**src/rtl/piso_serial_tx_controller.sv**
```systemverilog
// piso_serial_tx_controller
// Sequences one PISO shift register: accepts parallel words over valid/ready,
// issues Load then DATA_WIDTH Shift-phase cycles (MSB first), marks frame
// boundaries, counts completed words and inserts GAP_CYCLES idle cycles
// between words. Enable_In low freezes every register and silences strobes.
module piso_serial_tx_controller #(
  parameter int DATA_WIDTH = 16,
  parameter int GAP_CYCLES = 0
) (
  input  logic                  Clk_In,
  input  logic                  Reset_In,
  input  logic                  Enable_In,
  input  logic                  Data_Valid_In,
  output logic                  Data_Ready_Out,
  input  logic [DATA_WIDTH-1:0] Parallel_Data_In,
  output logic                  PISO_Enable_Out,
  output logic                  PISO_Load_Out,
  output logic                  PISO_Shift_Out,
  output logic [DATA_WIDTH-1:0] PISO_Data_Out,
  output logic                  Serial_Valid_Out,
  output logic                  Frame_Start_Out,
  output logic                  Frame_End_Out,
  output logic                  Busy_Out,
  output logic [15:0]           Word_Count_Out
);

  localparam int CW = $clog2(DATA_WIDTH);
  localparam logic [CW-1:0] BIT_LAST = CW'(DATA_WIDTH - 1);
  // Unused when GAP_CYCLES is 0, since GAP is then never entered.
  localparam logic [7:0]    GAP_LAST = 8'(GAP_CYCLES - 1);

  typedef enum logic [1:0] {
    ST_IDLE  = 2'd0,
    ST_LOAD  = 2'd1,
    ST_SHIFT = 2'd2,
    ST_GAP   = 2'd3
  } state_t;

  state_t                state_q, state_d;
  logic [CW-1:0]         bit_cnt_q, bit_cnt_d;
  logic [7:0]            gap_cnt_q, gap_cnt_d;
  logic [DATA_WIDTH-1:0] data_q, data_d;
  logic [15:0]           word_cnt_q, word_cnt_d;

  // State and datapath registers; reset wins over enable, enable low holds all.
  always_ff @(posedge Clk_In) begin
    if (Reset_In) begin
      state_q    <= ST_IDLE;
      bit_cnt_q  <= '0;
      gap_cnt_q  <= 8'd0;
      data_q     <= '0;
      word_cnt_q <= 16'd0;
    end else begin
      state_q    <= state_d;
      bit_cnt_q  <= bit_cnt_d;
      gap_cnt_q  <= gap_cnt_d;
      data_q     <= data_d;
      word_cnt_q <= word_cnt_d;
    end
  end

  // Next-state and counter updates; everything holds while disabled.
  always_comb begin
    state_d    = state_q;
    bit_cnt_d  = bit_cnt_q;
    gap_cnt_d  = gap_cnt_q;
    data_d     = data_q;
    word_cnt_d = word_cnt_q;
    if (Enable_In) begin
      case (state_q)
        ST_IDLE: begin
          // Ready equals Enable_In here, so a valid word is a handshake.
          if (Data_Valid_In) begin
            data_d  = Parallel_Data_In;
            state_d = ST_LOAD;
          end else begin
            state_d = ST_IDLE;
          end
        end
        ST_LOAD: begin
          state_d   = ST_SHIFT;
          bit_cnt_d = '0;
        end
        ST_SHIFT: begin
          if (bit_cnt_q == BIT_LAST) begin
            word_cnt_d = word_cnt_q + 16'd1;
            if (GAP_CYCLES > 0) begin
              state_d   = ST_GAP;
              gap_cnt_d = 8'd0;
            end else begin
              state_d = ST_IDLE;
            end
          end else begin
            bit_cnt_d = bit_cnt_q + CW'(1);
          end
        end
        ST_GAP: begin
          if (gap_cnt_q == GAP_LAST) begin
            state_d = ST_IDLE;
          end else begin
            gap_cnt_d = gap_cnt_q + 8'd1;
          end
        end
        default: begin
          state_d = ST_IDLE;
        end
      endcase
    end else begin
      state_d = state_q;
    end
  end

  // Moore output decode from registered state; strobes forced low when disabled.
  always_comb begin
    Data_Ready_Out   = 1'b0;
    PISO_Load_Out    = 1'b0;
    PISO_Shift_Out   = 1'b0;
    Serial_Valid_Out = 1'b0;
    Frame_Start_Out  = 1'b0;
    Frame_End_Out    = 1'b0;
    if (Enable_In) begin
      case (state_q)
        ST_IDLE: begin
          // Held low while reset is asserted so no word is taken at a reset edge.
          Data_Ready_Out = ~Reset_In;
        end
        ST_LOAD: begin
          PISO_Load_Out = 1'b1;
        end
        ST_SHIFT: begin
          Serial_Valid_Out = 1'b1;
          Frame_Start_Out  = (bit_cnt_q == '0);
          Frame_End_Out    = (bit_cnt_q == BIT_LAST);
          PISO_Shift_Out   = (bit_cnt_q != BIT_LAST);
        end
        ST_GAP: begin
          Data_Ready_Out = 1'b0;
        end
        default: begin
          Data_Ready_Out = 1'b0;
        end
      endcase
    end else begin
      Data_Ready_Out = 1'b0;
    end
  end

  assign PISO_Enable_Out = Enable_In;
  assign PISO_Data_Out   = data_q;
  assign Busy_Out        = (state_q != ST_IDLE);
  assign Word_Count_Out  = word_cnt_q;

endmodule

```
**config.mk**
```make
export PLATFORM = sky130hd
export DESIGN_NAME = piso_serial_tx_controller
export DESIGN_NICKNAME = d
export VERILOG_FILES = /design/src/rtl/piso_serial_tx_controller.sv
export SDC_FILE = /design/constraint.sdc
export NUM_CORES = 1
export LEC_CHECK = 0
export ABC_AREA = 1
export CORE_UTILIZATION = 50
export DETAILED_ROUTE_END_ITERATION = 12
export GPL_TIMING_DRIVEN = 1
export HOLD_SLACK_MARGIN = 0.05
export PLACE_DENSITY = 0.83
export SETUP_SLACK_MARGIN = 0.1
export SYNTH_ARGS = -nofsm -noshare
export SYNTH_HDL_FRONTEND = slang
export SYNTH_SLANG_ARGS = --single-unit
```
**constraint.sdc**
```tcl
create_clock -name Clk_In -period 2.6 [get_ports Clk_In]
set_clock_uncertainty 0.1 [all_clocks]
set_input_delay 0.52 -clock Clk_In [delete_from_list [all_inputs] [get_ports Clk_In]]
set_output_delay 0.52 -clock Clk_In [all_outputs]
set_load 0.005 [all_outputs]
```
==> summary.txt, run 1 <==
Status: finished clean
Yosys reg bits: 46
Ys Warns: 0
H-tree levels: 2
Hold Crit Class: register to register
Std cell rows: 23
Layout Area Growth over Synthesis: 36.5%
Die X-Extent: 67.5 µm
Crit path required time: 1.98 ns
PortBufs: 59
Max Cap Violations: 0
Max Fclk: 0.424 GHz
DR pass1 iterations: 4
Share of cells above drive strength 1: 5.80%
Initial Util: 52.8%
Sequential area share after synthesis: 43.0%
WP buf/inv: 2
Clock Sinks: 46
Endpoints failing setup: 0
Power share of the combinational group: 10.8%
Vias: 2161
Post-Syn Area: 2140 µm²
# DRC: 0
Iter 0 DRT Violations: 162
RSZ-0062 raised after global routing: no
DR vias/cell: 5.04
Sw Ratio: 22.5%
CORE AREA: 4060 µm²
Nets@finish: 402
Vias in the first global route: 1865
Peak VDD IR: 0.428 mV
Post-CTS Hold Buffers: 0
Final Max Slew Viols: 0
Initial antenna violation count: 0
Routed wire length: 5000 µm
Period utilization: 90.7%
Final ANT Viol Nets: 0
Post-route insts no fill: 429
Commonest non-fill, non-tap cell in the layout: nor2_1
Kind of critical path: register to primary output
Die Y: 67.5 µm
Mapped Nets: 336
Crit path max-delay cell type: clkdlybuf4s50_1
Total Routing Usage GR: 24.1%
Total setup buffers inserted after CTS: 0
Crit end category: primary output
Design internal power: 1.10 mW
Reg clk slew, reported paths: 0.08 ns
Placed cells: 421
Top Family by Delay on Critical Path: buffers and inverters
Final hold violation count: 0
Antenna cells: 0
Psw: 319 µW
CP peak stage delay: 0.51 ns
Placer Congestion: 0.908
Mean post-synth cell area: 6.87 µm²
CP Cell Sequence: ha_1 -> nand3_2 -> inv_1 -> nor2_1 -> clkdlybuf4s50_1
Worst Tran Pin Value: 0.510 ns
Wire length per cell: 11.7 µm
Power density over the cells: 485 nW/µm²
Critical path arrival: 1.74 ns
Root buf cell: clkbuf_8
Num CTS Buffers: 5
Post-DP HPWL: 3630 µm
Sequential power share: 51.9%
Slew margin rel.: 66.0%
Most frequent cells in the layout: 66 x nor2_1, 61 x nand2_1, 58 x clkdlybuf4s50_1, 46 x dfxtp_1, 40 x inv_1
Mapped Cells: 312
DIE AREA: 4550 µm²
Static leakage: 1.18 nW
CP startpoint kind: register
CTS tree: built
First-pass GRT wire length: 8160 µm
Distinct cells, synth: 23
Final Critical Period: 2.36 ns
CP Max Fanout: 4
Clock group share of total power: 37.3%
Setup tns final: 0 ns
Largest net degree at the start of global routing: 18
Clk Latency, worst-skew pair: 0.31 ns
GRT overflow: 0
Max clock buf depth: 2
Io pins: 60
worst min-delay path, delay by kind of cell, from the launching register on:
kind / cells / cell delay (ns)
AOI/OAI and AO/OA: 1 / 0.05
buffers and inverters: 1 / 0.05
DFF: 1 / 0.33
routing by layer:
metal  part of all wire, %  track usage (%)  vias up  routed length (µm)
met5                     0                0        -                   0
met4                   1.1             7.71        0                  57
met3                   5.9             6.76        9                 296
met2                    49             41.5       65                2430
met1                    44             28.6      967                2220
li1                      -                -     1120                   -
cell type report:
type                    instances  area [µm²]
inverters                      40         150
flip-flops and latches         46         921
clock buffers                   6        72.6
repair buffers                 67         649
clock inverters                 2        37.5
multi-input cells             218        1030
fillers                       356        1130
well taps                      50        62.6
power groups by stage:
stage               Combinational (mW)  Sequential (mW)  Clock (mW)
floorplan                       0.0606            0.754           0
global placement                 0.150            0.752           0
detailed placement               0.153            0.753           0
CTS                              0.154            0.736       0.540
global route                     0.170            0.739       0.572
finish                           0.153            0.736       0.529
sequential cells by signal, summed over array words and instances (netlist names):
register	flops
PISO_Data_Out	16
Word_Count_Out	16
bit_cnt_q	4
gap_cnt_q	8
state_q	2
per-stage QoR:
stage | power, mW | hold slack (ns) | util, % | cell area [µm²] | worst slack (ns)
after global placement | 0.902 | 0.359 | 69.3 | 2810 | 0.0525
after floorplan | 0.815 | 0.358 | - | 2140 | 0.998
final | 1.42 | 0.376 | 72.1 | 2930 | 0.242
after global routing | 1.48 | 0.418 | 72.1 | 2930 | 0.137
after CTS | 1.43 | 0.373 | 72.0 | 2920 | 0.151
after detailed placement | 0.906 | 0.358 | 69.3 | 2810 | 0.00614
repair_timing:
item                                   in CTS  in global routing
setup endpoints to repair                   2                  1
resized for setup                           1                  1
endpoints found under the hold margin       0                  0
logic make-up after synthesis:
family,Yosys count,synth area share (%)
buffers and inverters,48,9.11
adders and majority gates,4,2.34
AOI/OAI and AO/OA,55,13.5
xor gates and xnor gates,2,0.817
and+or+nand+nor,157,31.2
DFF,46,43.0
path summary, 6_finish.rpt:
path,endpoint,slack (ns),startpoint,depth (start not counted)
worst max-delay path,PISO_Shift_Out,0.24,bit_cnt_q[0],5
worst min-delay path,Word_Count_Out[5],0.38,Word_Count_Out[5],2
worst min register to register,Word_Count_Out[5],0.38,Word_Count_Out[5],2
worst max register to register,Word_Count_Out[14],0.74,bit_cnt_q[0],9
synth_stat cells (all sizes together):
library cell / count / area [µm²]
nor2: 67 / 259
nand2: 61 / 229
dfxtp: 46 / 921
inv: 40 / 150
o21ai: 32 / 164
a21oi: 20 / 100
nand3: 20 / 130
clkbuf: 5 / 18.8
nor3: 5 / 25.0
ha: 4 / 50.1
buf: 3 / 26.3
o21bai: 3 / 26.3
nand4: 2 / 12.5
nand3b: 1 / 7.51
nor4: 1 / 6.26
xnor2: 1 / 8.76
xor2: 1 / 8.76
Note: power is estimated with default switching activity, not from simulation.
==> run 2, diff against run 1 <==
Settings changed: CORE_UTILIZATION 50 to 51, PLACE_DENSITY 0.83 to 0.84.
==> run 2 against run 1 <==
Against the previous run:
- sequential power barely moved
- critical path depth is the same
- clock-buffer cell count down 1
- total power increased by 0.20%
- hold slack gained 0.0087 ns
- setup slack got worse by 0.044 ns
- clock power is essentially flat
- register-to-register slack about the same
- first-iteration DRC count decreased by 10%
==> summary.txt, run 2 (same netlist as run 1, synthesis figures left out) <==
Post-DP HPWL: 3570 µm (was 3630 µm)
Fill count: 357 (was 356)
Placed cells: 420 (was 421)
Crit path required time: 1.98 ns (about the same)
Total Routing Usage GR: 23.6% (was 24.1%)
Clock Sinks: 46 (unchanged)
Hold Crit Class: register to register (unchanged)
CP Max Fanout: 4 (unchanged)
Post-CTS Resized: 1 (unchanged)
Max clock buf depth: 2 (unchanged)
Iter 0 DRT Violations: 145 (was 162)
PortBufs: 59 (unchanged)
CP startpoint kind: register (unchanged)
GRT overflow: 0 (unchanged)
Met2 Usage GRT: 40.8% (was 41.5%)
Met3 Resource Use GR: 5.14% (was 6.76%)
# DRC: 0 (unchanged)
Layout Area Growth over Synthesis: 36.8% (was 36.5%)
Period utilization: 92.4% (was 90.7%)
Die Y: 66.8 µm (was 67.5 µm)
Slew margin rel.: 66.4% (was 66.0%)
Peak VDD IR: 0.399 mV (was 0.428 mV)
Vias in the first global route: 1937 (was 1865)
Final hold violation count: 0 (unchanged)
Endpoints failing setup: 0 (unchanged)
Max Fclk: 0.416 GHz (was 0.424 GHz)
Num CTS Buffers: 5 (unchanged)
Met1 Usage GRT: 28.0% (was 28.6%)
Final Critical Period: 2.40 ns (was 2.36 ns)
CP peak stage delay: 0.52 ns (was 0.51 ns)
Routed wire length: 4900 µm (was 5000 µm)
Total setup buffers inserted after CTS: 0 (unchanged)
Worst Tran Pin Value: 0.504 ns (was 0.510 ns)
Placer Congestion: 0.861 (was 0.908)
First-pass GRT wire length: 8020 µm (was 8160 µm)
Status: finished clean (unchanged)
Critical path arrival: 1.78 ns (was 1.74 ns)
CP Cell Sequence: ha_1 -> nand3_2 -> inv_1 -> nor2_1 -> clkdlybuf4s50_1 (unchanged)
Post-route insts no fill: 428 (was 429)
Initial Util: 53.2% (was 52.8%)
Static leakage: 1.19 nW (was 1.18 nW)
Pre-CTS setup slack: 0.000338 ns (was 0.00614 ns)
Share of cells above drive strength 1: 5.82% (was 5.80%)
Reg clk slew, reported paths: 0.09 ns (was 0.08 ns)
Kind of critical path: register to primary output (unchanged)
Io pins: 60 (unchanged)
Fin area: 2930 µm² (about the same)
Power density over the cells: 484 nW/µm² (was 485 nW/µm²)
Global route hottest layer: met2 (unchanged)
Wire length per cell: 11.4 µm (was 11.7 µm)
Most frequent cells in the layout: 66 x nor2_1, 61 x nand2_1, 58 x clkdlybuf4s50_1, 46 x dfxtp_1, 40 x inv_1 (unchanged)
Final setup margin: 0.197 ns (was 0.242 ns)
WP buf/inv: 2 (unchanged)
Top Family by Delay on Critical Path: buffers and inverters (unchanged)
Largest net degree at the start of global routing: 24 (was 18)
Commonest non-fill, non-tap cell in the layout: nor2_1 (unchanged)
DIE AREA: 4470 µm² (was 4550 µm²)
Std cell rows: 23 (unchanged)
RSZ-0062 raised after global routing: no (unchanged)
DR vias/cell: 4.94 (was 5.04)
Vias: 2113 (was 2161)
Initial antenna violation count: 0 (unchanged)
Final ANT Viol Nets: 0 (unchanged)
H-tree levels: 2 (unchanged)
Max Cap Violations: 0 (unchanged)
Placed Area: 2820 µm² (was 2810 µm²)
Nets@finish: 401 (was 402)
Clk Latency, worst-skew pair: 0.30 ns (was 0.31 ns)
R2r setup slk: 0.73 ns (was 0.74 ns)
Crit end category: primary output (unchanged)
Setup tns final: 0 ns (unchanged)
Root buf cell: clkbuf_8 (unchanged)
Post-CTS Hold Buffers: 0 (unchanged)
Antenna cells: 0 (unchanged)
CORE AREA: 4030 µm² (was 4060 µm²)
DR pass1 iterations: 4 (unchanged)
Final Max Slew Viols: 0 (unchanged)
CTS tree: built (unchanged)
Die X-Extent: 66.8 µm (was 67.5 µm)
Crit path max-delay cell type: clkdlybuf4s50_1 (unchanged)
run 2: layer usage:
| metal | wire, µm | vias to the layer above | part of all wire (%) |
|---|---|---|---|
| li1 | - | 1121 | - |
| met1 | 2180 | 935 | 44 |
| met2 | 2400 | 47 | 49 |
| met3 | 234 | 10 | 4.8 |
| met4 | 88 | 0 | 1.8 |
| met5 | 0 | - | 0 |
run 2: path summary, 6_finish.rpt:
kind | start | end | cells past startpoint
setup reg to reg | bit_cnt_q[0] | Word_Count_Out[14] | 9
hold reg to reg | PISO_Data_Out[13] | PISO_Data_Out[13] | 2
hold / removal | PISO_Data_Out[13] | PISO_Data_Out[13] | 2
setup / recovery | bit_cnt_q[0] | PISO_Shift_Out | 5
run 2: stage by stage:
step	util (%)	hold WS [ns]	power [mW]
floorplan	-	0.358	0.815
global placement	69.9	0.356	0.904
detailed placement	69.9	0.369	0.908
CTS	72.7	0.389	1.43
global route	72.8	0.408	1.48
finish	72.8	0.384	1.42
run 2: final cells by class:
type	count	area [µm²]	share of cell area [%]
Clock buffer	5	68.8	2.35
Clock inverter	3	43.8	1.49
Inverter	40	150	5.12
Multi-Input combinational cell	218	1030	35.2
Sequential cell	46	921	31.4
Tap cell	50	62.6	2.13
Timing Repair Buffer	66	654	22.3
run 2: worst reg2reg max path, cell delays in order (launching register included):
cell,delay (ns)
dfxtp_1,0.38
ha_1,0.23
nand3_2,0.16
nor2_4,0.15
buf_4,0.19
nand3_1,0.21
nor2_1,0.20
nand2_1,0.07
nand2_1,0.06
nor2_1,0.03
run 2: power breakdown:
group / switching [mW] / leakage (nW) / internal [mW]
Combinational: 0.0660 / 0.755 / 0.0886
Clock: 0.242 / 0.0585 / 0.288
Sequential: 0.0117 / 0.374 / 0.725
==> run 3, diff against run 2 <==
Settings changed: CORE_ASPECT_RATIO from default to 0.5.
==> run 3 against run 2 <==
Against the previous run:
- core utilization is 2.0 points higher
- total power rose by 7.6%
- die area rose by 0.36%
- sequential cell count unchanged
- clock power grew 20%
- critical path type unchanged
- combinational power hardly changed
- global-route usage fell by 0.24 points
- maximum frequency is 1.5% higher
==> summary.txt, run 3 (same netlist as run 1, synthesis figures left out) <==
Pre-CTS setup slack: -0.0657 ns (was 0.000338 ns)
GRT overflow: 0 (unchanged)
Worst hold endpoint: Word_Count_Out[5] (was PISO_Data_Out[13])
Fin area: 2960 µm² (was 2930 µm²)
Vias in the first global route: 1884 (was 1937)
Reg clk slew, reported paths: 0.09 ns (about the same)
Antenna cells: 0 (unchanged)
CP Max Fanout: 4 (unchanged)
Hold Crit Depth: 2 (unchanged)
Final hold violation count: 0 (unchanged)
Fill count: 318 (was 357)
CP peak stage delay: 0.51 ns (was 0.52 ns)
Power density over the cells: 516 nW/µm² (was 484 nW/µm²)
Initial antenna violation count: 0 (unchanged)
Endpoints failing setup: 0 (unchanged)
Period utilization: 91.0% (was 92.4%)
Crit Reg-Reg Startpoint: bit_cnt_q[0] (unchanged)
Die Y: 47.8 µm (was 66.8 µm)
Crit path required time: 1.98 ns (about the same)
CP Cell Sequence: ha_1 -> nand3_2 -> inv_1 -> nor2_1 -> clkdlybuf4s50_1 (unchanged)
Max clock buf depth: 2 (unchanged)
Top Family by Delay on Critical Path: buffers and inverters (unchanged)
Post-DP HPWL: 3670 µm (was 3570 µm)
Clk Latency, worst-skew pair: 0.30 ns (about the same)
Total Routing Usage GR: 23.4% (was 23.6%)
Placed cells: 425 (was 420)
CTS tree: built (unchanged)
Post-route insts no fill: 433 (was 428)
Final setup margin: 0.233 ns (was 0.197 ns)
CORE AREA: 3960 µm² (was 4030 µm²)
DR vias/cell: 4.95 (was 4.94)
Kind of critical path: register to primary output (unchanged)
Critical path arrival: 1.75 ns (was 1.78 ns)
Initial Util: 54.1% (was 53.2%)
Root buf cell: clkbuf_8 (unchanged)
Slew margin rel.: 68.6% (was 66.4%)
WP buf/inv: 2 (unchanged)
DIE AREA: 4480 µm² (was 4470 µm²)
Io pins: 60 (unchanged)
PortBufs: 59 (unchanged)
Status: finished clean (unchanged)
H-tree levels: 2 (unchanged)
Wire length per cell: 11.8 µm (was 11.4 µm)
Final Critical Period: 2.37 ns (was 2.40 ns)
Layout Area Growth over Synthesis: 38.3% (was 36.8%)
Most frequent cells in the layout: 66 x nor2_1, 61 x nand2_1, 58 x clkdlybuf4s50_1, 46 x dfxtp_1, 40 x inv_1 (unchanged)
Nets@finish: 402 (was 401)
Worst reg2reg path depth: 9 (unchanged)
Final Max Slew Viols: 0 (unchanged)
Largest net degree at the start of global routing: 21 (was 24)
Max Fclk: 0.423 GHz (was 0.416 GHz)
FF-to-FF End: Word_Count_Out[14] (unchanged)
Static leakage: 1.20 nW (was 1.19 nW)
Num CTS Buffers: 5 (unchanged)
Die X-Extent: 93.7 µm (was 66.8 µm)
R2r setup slk: 0.70 ns (was 0.73 ns)
Routed wire length: 5120 µm (was 4900 µm)
Clock Sinks: 46 (unchanged)
RSZ-0062 raised after global routing: no (unchanged)
Commonest non-fill, non-tap cell in the layout: nor2_1 (unchanged)
Worst Tran Pin Value: 0.470 ns (was 0.504 ns)
Crit path max-delay cell type: clkdlybuf4s50_1 (unchanged)
# DRC: 0 (unchanged)
Std cell rows: 16 (was 23)
Placed Area: 2820 µm² (unchanged)
Peak VDD IR: 0.344 mV (was 0.399 mV)
Hold Crit Class: register to register (unchanged)
Hold Startpoint: Word_Count_Out[5] (was PISO_Data_Out[13])
Vias: 2142 (was 2113)
Placer Congestion: 0.851 (was 0.861)
Post-CTS Hold Buffers: 0 (unchanged)
Max Cap Violations: 0 (unchanged)
Share of cells above drive strength 1: 6.33% (was 5.82%)
CP startpoint kind: register (unchanged)
Final ANT Viol Nets: 0 (unchanged)
Iter 0 DRT Violations: 56 (was 145)
DR pass1 iterations: 5 (was 4)
First-pass GRT wire length: 7920 µm (was 8020 µm)
Crit end category: primary output (unchanged)
-- run 3: cell count changes in the layout (fill, tap and decap cells not counted) --
cell,delta
buf_4,+2
buf_12,-1
bufinv_16,+1
clkinv_2,-1
clkinv_4,+1
inv_6,-1
nor4_1,-1
nor4_2,+1
-- run 3: worst min-delay path: stages (launching register included) --
cell and delay [ns]:
dfxtp_1 0.34, inv_1 0.05, a21oi_1 0.06
-- run 3: timing repair --
item | CTS | global route
setup buffers | 0 | 0
gates resized for setup | 2 | 1
setup endpoints to repair | 3 | 2
endpoints found under the hold margin | 0 | 0
pin swaps | 0 | 0
-- run 3: metrics by stage --
step / util [%] / hold WS [ns] / TNS (ns) / power, mW
after global routing: 74.8 / 0.402 / 0 / 1.58
after floorplan: - / 0.358 / 0 / 0.815
after global placement: 71.1 / 0.360 / 0 / 0.901
after CTS: 74.7 / 0.381 / 0 / 1.54
final: 74.8 / 0.383 / 0 / 1.53
after detailed placement: 71.1 / 0.363 / -0.0657 / 0.908
-- run 3: how the worst max path moves through the flow --
stage / start / to / slack, ns / depth (start not counted)
detailed placement: Enable_In / Frame_Start_Out / -0.07 / 4
global placement: Enable_In / Frame_Start_Out / 0.04 / 4
floorplan: bit_cnt_q[0] / Frame_End_Out / 1.0 / 4
finish: bit_cnt_q[0] / PISO_Shift_Out / 0.23 / 5
CTS: bit_cnt_q[0] / PISO_Shift_Out / 0.12 / 5
global route: bit_cnt_q[0] / PISO_Shift_Out / 0.11 / 5
-- run 3: metal layers --
metal / GRT usage [%] / vias up / share of wire (%)
li1: - / 1121 / -
met1: 25.5 / 965 / 44
met2: 47.6 / 49 / 50
met3: 5.24 / 7 / 4.3
met4: 7.69 / 0 / 0.90
met5: 0 / - / 0
-- run 3: final cells by class --
cell class                      instances  area [µm²]  area share (%)
Clock buffer                            5        68.8            2.32
Clock inverter                          3        68.8            2.32
Inverter                               40         150            5.07
Multi-Input combinational cell        218        1040            35.0
Sequential cell                        46         921            31.1
Tap cell                               54        67.6            2.28
Timing Repair Buffer                   67         649            21.9
-- run 3: report_power, final --
group / switching [mW] / leakage (nW) / internal [mW]
clock network: 0.253 / 0.0683 / 0.385
logic: 0.0660 / 0.757 / 0.0876
registers: 0.0123 / 0.374 / 0.725
total: 0.332 / 1.20 / 1.20
